## config.mk

```make
export PLATFORM = sky130hd
export DESIGN_NAME = bw_pack4
export DESIGN_NICKNAME = d
export VERILOG_FILES = /design/src/rtl/bw_pkg.sv /design/src/rtl/bw_word_reg.sv /design/src/rtl/bw_pack4.sv
export SDC_FILE = /design/constraint.sdc
export NUM_CORES = 1
export LEC_CHECK = 0
export CAP_MARGIN = 20
export CORE_MARGIN = 10
export CORE_UTILIZATION = 40
export DETAILED_ROUTE_END_ITERATION = 10
export PLACE_DENSITY = 0.63
export RECOVER_POWER = 100
export SETUP_SLACK_MARGIN = 0.3
export SKIP_LAST_GASP = 1
export SYNTH_ARGS = -nofsm -noshare
export SYNTH_HDL_FRONTEND = slang
export SYNTH_SLANG_ARGS = --single-unit
```

## constraint.sdc

```tcl
create_clock -name clk -period 3 [get_ports clk]
set_input_delay 0.6 -clock clk [delete_from_list [all_inputs] [get_ports clk]]
set_output_delay 0.6 -clock clk [all_outputs]
set_load 0.01 [all_outputs]
```

## src/rtl/bw_pkg.sv

```systemverilog
// rtl/bw_pkg.sv - shared widths, pack FSM states and lane helpers for the B/W packer
package bw_pkg;
  localparam int PIXEL_W = 8;
  localparam int WORD_W  = 32;
  localparam int LANES   = 4;

  typedef enum logic [1:0] {IDLE, FILL, DRAIN} bw_pack_state_t;

  // Lanes below idx come from the accumulator, lane idx is the completing pixel, the rest are zero.
  function automatic logic [WORD_W-1:0] pack_word(input logic [23:0] acc, input logic [1:0] idx,
                                                  input logic [PIXEL_W-1:0] gray);
    logic [WORD_W-1:0] ext;
    logic [WORD_W-1:0] w;
    ext = {8'h00, acc};
    w   = '0;
    for (int k = 0; k < LANES; k++) begin
      if (k < int'(idx)) w[8*k +: 8] = ext[8*k +: 8];
      else if (k == int'(idx)) w[8*k +: 8] = gray;
    end
    return w;
  endfunction

  function automatic logic [LANES-1:0] byte_en(input logic [1:0] idx);
    case (idx)
      2'd0:    return 4'b0001;
      2'd1:    return 4'b0011;
      2'd2:    return 4'b0111;
      default: return 4'b1111;
    endcase
  endfunction
endpackage

```

## src/rtl/bw_word_reg.sv

```systemverilog
// rtl/bw_word_reg.sv - output word holding register with valid/ready hold and be/last sidecar
module bw_word_reg
  import bw_pkg::*;
(
  input  logic              clk,
  input  logic              rst,
  input  logic              load_i,
  input  logic [WORD_W-1:0] data_i,
  input  logic [LANES-1:0]  be_i,
  input  logic              last_i,
  input  logic              ready_i,
  output logic              valid_o,
  output logic [WORD_W-1:0] data_o,
  output logic [LANES-1:0]  be_o,
  output logic              last_o
);
  logic              valid_q, valid_d;
  logic [WORD_W-1:0] data_q, data_d;
  logic [LANES-1:0]  be_q, be_d;
  logic              last_q, last_d;

  // Load only arrives when the register is empty or being drained this cycle.
  always_comb begin
    valid_d = valid_q;
    data_d  = data_q;
    be_d    = be_q;
    last_d  = last_q;
    if (load_i) begin
      valid_d = 1'b1;
      data_d  = data_i;
      be_d    = be_i;
      last_d  = last_i;
    end else if (valid_q && ready_i) begin
      valid_d = 1'b0;
    end
  end

  always_ff @(posedge clk) begin
    if (rst) begin
      valid_q <= 1'b0;
      data_q  <= '0;
      be_q    <= '0;
      last_q  <= 1'b0;
    end else begin
      valid_q <= valid_d;
      data_q  <= data_d;
      be_q    <= be_d;
      last_q  <= last_d;
    end
  end

  assign valid_o = valid_q;
  assign data_o  = data_q;
  assign be_o    = be_q;
  assign last_o  = last_q;
endmodule

```

## src/rtl/bw_pack4.sv

```systemverilog
// rtl/bw_pack4.sv - packs four gray pixels per 32-bit word, flushing a partial last word per frame
module bw_pack4
  import bw_pkg::*;
#(
  parameter int FRAME_PIXELS = 76800,
  parameter int CNT_W        = 17
) (
  input  logic               clk,
  input  logic               rst,
  input  logic               start,
  input  logic               in_valid,
  output logic               in_ready,
  input  logic [PIXEL_W-1:0] in_gray,
  output logic               out_valid,
  input  logic               out_ready,
  output logic [WORD_W-1:0]  out_data,
  output logic [LANES-1:0]   out_be,
  output logic               out_last,
  output logic               busy,
  output logic               done
);
  localparam logic [CNT_W-1:0] LAST_IDX = CNT_W'(FRAME_PIXELS - 1);

  bw_pack_state_t    state_q, state_d;
  logic [CNT_W-1:0]  cnt_q, cnt_d;
  logic [1:0]        idx_q, idx_d;
  logic [23:0]       acc_q, acc_d;
  logic              done_q, done_d;
  logic              accept, last_pix, load;
  logic [WORD_W-1:0] word;
  logic [LANES-1:0]  be;

  assign in_ready = (state_q == FILL) && (!out_valid || out_ready);
  assign accept   = in_valid && in_ready;
  assign last_pix = (cnt_q == LAST_IDX);
  assign load     = accept && ((idx_q == 2'd3) || last_pix);
  assign word     = pack_word(acc_q, idx_q, in_gray);
  assign be       = byte_en(idx_q);
  assign busy     = (state_q != IDLE);
  assign done     = done_q;

  always_comb begin
    state_d = state_q;
    cnt_d   = cnt_q;
    idx_d   = idx_q;
    acc_d   = acc_q;
    done_d  = 1'b0;
    case (state_q)
      IDLE: begin
        if (start) begin
          state_d = FILL;
          cnt_d   = '0;
          idx_d   = '0;
          acc_d   = '0;
        end
      end
      FILL: begin
        if (accept) begin
          cnt_d = cnt_q + CNT_W'(1);
          idx_d = idx_q + 2'd1;
          case (idx_q)
            2'd0:    acc_d[7:0]   = in_gray;
            2'd1:    acc_d[15:8]  = in_gray;
            2'd2:    acc_d[23:16] = in_gray;
            default: ;
          endcase
          if (last_pix) state_d = DRAIN;
        end
      end
      DRAIN: begin
        // The only word left in the register here is the frame's last one.
        if (out_valid && out_ready) begin
          state_d = IDLE;
          done_d  = 1'b1;
        end
      end
      default: state_d = IDLE;
    endcase
  end

  always_ff @(posedge clk) begin
    if (rst) begin
      state_q <= IDLE;
      cnt_q   <= '0;
      idx_q   <= '0;
      acc_q   <= '0;
      done_q  <= 1'b0;
    end else begin
      state_q <= state_d;
      cnt_q   <= cnt_d;
      idx_q   <= idx_d;
      acc_q   <= acc_d;
      done_q  <= done_d;
    end
  end

  bw_word_reg u_word (
    .clk     (clk),
    .rst     (rst),
    .load_i  (load),
    .data_i  (word),
    .be_i    (be),
    .last_i  (last_pix),
    .ready_i (out_ready),
    .valid_o (out_valid),
    .data_o  (out_data),
    .be_o    (out_be),
    .last_o  (out_last)
  );
endmodule

```

==> out/metrics.yaml <==
route:
  drt-total-wl_um: 9300
  ant_nets: 0
  drc: 0
  drtPass1Iterations: 5
  vias_per_cell: 5.33
  via_count: 2953
  wl_per_cell_um: 16.8
  drt_iter0_markers: 133
synthesis:
  synth_top_area_share_pct: 46.3
  avgSynthCellArea_um2: 9.21
  yosysWarnings: 0
  synthArstFlopShare_pct: 0
  synth_flop_cell: "dfxtp_1"
  yosysUniqueCellTypes: 43
  synthCells: 394
  synthTopCellsByCount: "dfxtp_1 (84), nor2_1 (62), mux2i_1 (34), nand2b_1 (26), nand2_1 (23)"
  yosysTopAreaCell: "dfxtp_1"
  synth.area.top_cells: "dfxtp_1 (46%), mux2i_1 (9.4%), nor2_1 (6.4%)"
  yosysSeqAreaShare_pct: 46.3
  synth.most_common_cell: "dfxtp_1"
  synth-edff-count: 0
  synth_nets: 414
  ys_ff_latch: 84
  syn_area_mm2: 0.00363
sta:
  fin_crit_sh_pct: 91.5
  fin_skew_ns: 0.0119
  worstMarginPinSlew_ns: 1.25
  finalMaxSlewViolations: 0
  setup_viol: 0
  max_slew_margin_pct: 16.3
  setup-tns-final_ns: 0
  period_needed_ns: 2.75
  max_freq_mhz: 364
  rsz0062_at_grt: "no"
  finalHoldViolations: 0
floorplanning:
  start_util_pct: 41.4
  io_pins: 54
  die_x_um: 115
  rows: 34
  die_area_mm2: 0.0133
  die_h_um: 115
  core_area_mm2: 0.00876
power_and_ir_drop:
  pwr_density_cell_mw_per_mm2: 495
  leakagePower_nw: 1.70
  total_power_mw: 2.20
  vdd_drop_max_v: 0.000236
worst_setup_path:
  critPathLaunchType: "input port"
  ff2ff_path_depth: 6
  critical_path_class: "in2out"
  crit_family: "buffers and inverters"
  crit_path_top_delay_cell: "dlygate4sd3_1"
  crit_arrival_ns: 2.15
  cpPeakStageDelay_ns: 0.60
  end_kind: "primary output"
  cp_max_fo: 4
  crit_path_cell_trace: "dlygate4sd3_1 > nand2b_1 > and3b_1 > dlygate4sd3_1"
  cp_common_cell: "dlygate4sd3_1"
  crit_required_ns: 2.40
  path_depth: 4
  cp_num_buf_inv: 2
cells_and_area:
  nets: 461
  regArea_mm2: 0.00168
  diodes: 0
  multi_input_area_mm2: 0.00180
  area_growth_pct: 22.4
  drive_gt1_share_pct: 6.05
  fin_cells: 554
  nFillCells: 823
run_status:
  status: "finished clean"
global_routing:
  grt_max_degree: 71
  grt_usage_pct: 13.9
  antenna_found_initial: 0
  grt_first_pass_wirelength_um: 14900
  grt_pass1_vias: 2852
  grt_overflow: 0
placement:
  gp_congestion: 0.808
  port_buffers: 53
  dp_hpwl_um: 6560
  place_inst: 538
clocking:
  ctsHoldBuffers: 0
  cts_tree: "built"
  path_clk_slew_ns: 0.08
  cts_resized: 0
  numCtsBuffers: 9
  post-cts-setup-buffers: 0
  cts_buffer_depth: 2
  cts_root_buffer: "clkbuf_8"
  clk_latency_ns: 0.35
  clock_sinks: 84
  htree_levels: 3
flow_run:
  drv_cap: 0
hold_path:
  min_path_type: "reg2reg"
  hold-path-cell-count: 2
[final timing paths]
check | start | to | slack [ns]
max | out_ready | in_ready | 0.25
min | u_word.be_o[3]$_SDFFE_PP0P_ | u_word.be_o[3]$_SDFFE_PP0P_ | 0.46
max reg2reg | idx_q[1]$_SDFFE_PP0P_ | acc_q[4]$_SDFFE_PP0P_ | 0.63
min reg2reg | u_word.be_o[3]$_SDFFE_PP0P_ | u_word.be_o[3]$_SDFFE_PP0P_ | 0.46
[final cells by class]
cell class | count | area share [%]
Inverter | 6 | 0.507
Tap cell | 108 | 3.04
Sequential cell | 84 | 37.9
Clock buffer | 9 | 2.79
Timing Repair Buffer | 64 | 13.0
Multi-Input combinational cell | 276 | 40.5
Clock inverter | 7 | 2.23
[sequential cells by signal (all words and copies together) (netlist names)]
name,count
idx_q,2
u_word.valid_o,1
u_word.last_o,1
state_q,2
u_word.data_o,32
acc_q,24
done,1
u_word.be_o,4
cnt_q,17
[logic make-up after synthesis]
group,share of synthesized area [%]
AND/OR/NAND/NOR,24.4
flip-flops,46.3
AO/OA/AOI/OAI,10.0
buffers and inverters,4.07
multiplexers,9.38
XOR/XNOR,3.38
adder cells (fa/ha/maj),2.41
[worst register-to-register path: stages, from the launching register on]
cell,delay [ns]
dfxtp_1,0.50
inv_1,0.19
ha_1,0.53
inv_1,0.11
a21oi_2,0.14
clkbuf_1,0.55
mux2i_1,0.27
[where the power goes]
group | switching (mW) | internal, mW | total (mW)
clock network | 0.428 | 0.475 | 0.903
logic | 0.0943 | 0.0613 | 0.156
registers | 0.0118 | 1.13 | 1.14
[layer usage]
metal	global-route usage (%)	vias up	routed length, µm
met5	0	-	0
li1	-	1478	-
met2	22.0	54	4320
met3	3.33	8	448
met1	17.9	1413	4410
met4	5.20	0	119
[stage by stage]
step / utilization [%] / cell area [µm²] / hold slack (ns) / worst slack, ns
6_report: 50.7 / 4440 / 0.458 / 0.255
5_1_grt: 50.7 / 4440 / 0.482 / 0.180
4_1_cts: 51.0 / 4470 / 0.462 / 0.433
3_5_place_dp: 48.5 / 4250 / 0.450 / 0.443
3_3_place_gp: 48.5 / 4250 / 0.452 / 0.452
2_1_floorplan: - / 3630 / 0.448 / 1.02
[cells in the final DEF (no fill, tap or decap), drive strengths merged, types with 9 or more instances in the layout]
master and instances:
nand2 23, a21oi 9, clkbuf 18, nor2 62, a221oi 11, nand2b 26, a211oi 14, nor3 20
dlygate4sd3 42, dfxtp 84, a22oi 10, mux2i 34, nor4 12, xnor2 14, clkdlybuf4s50 10
Power figures use the tool's default switching activity.
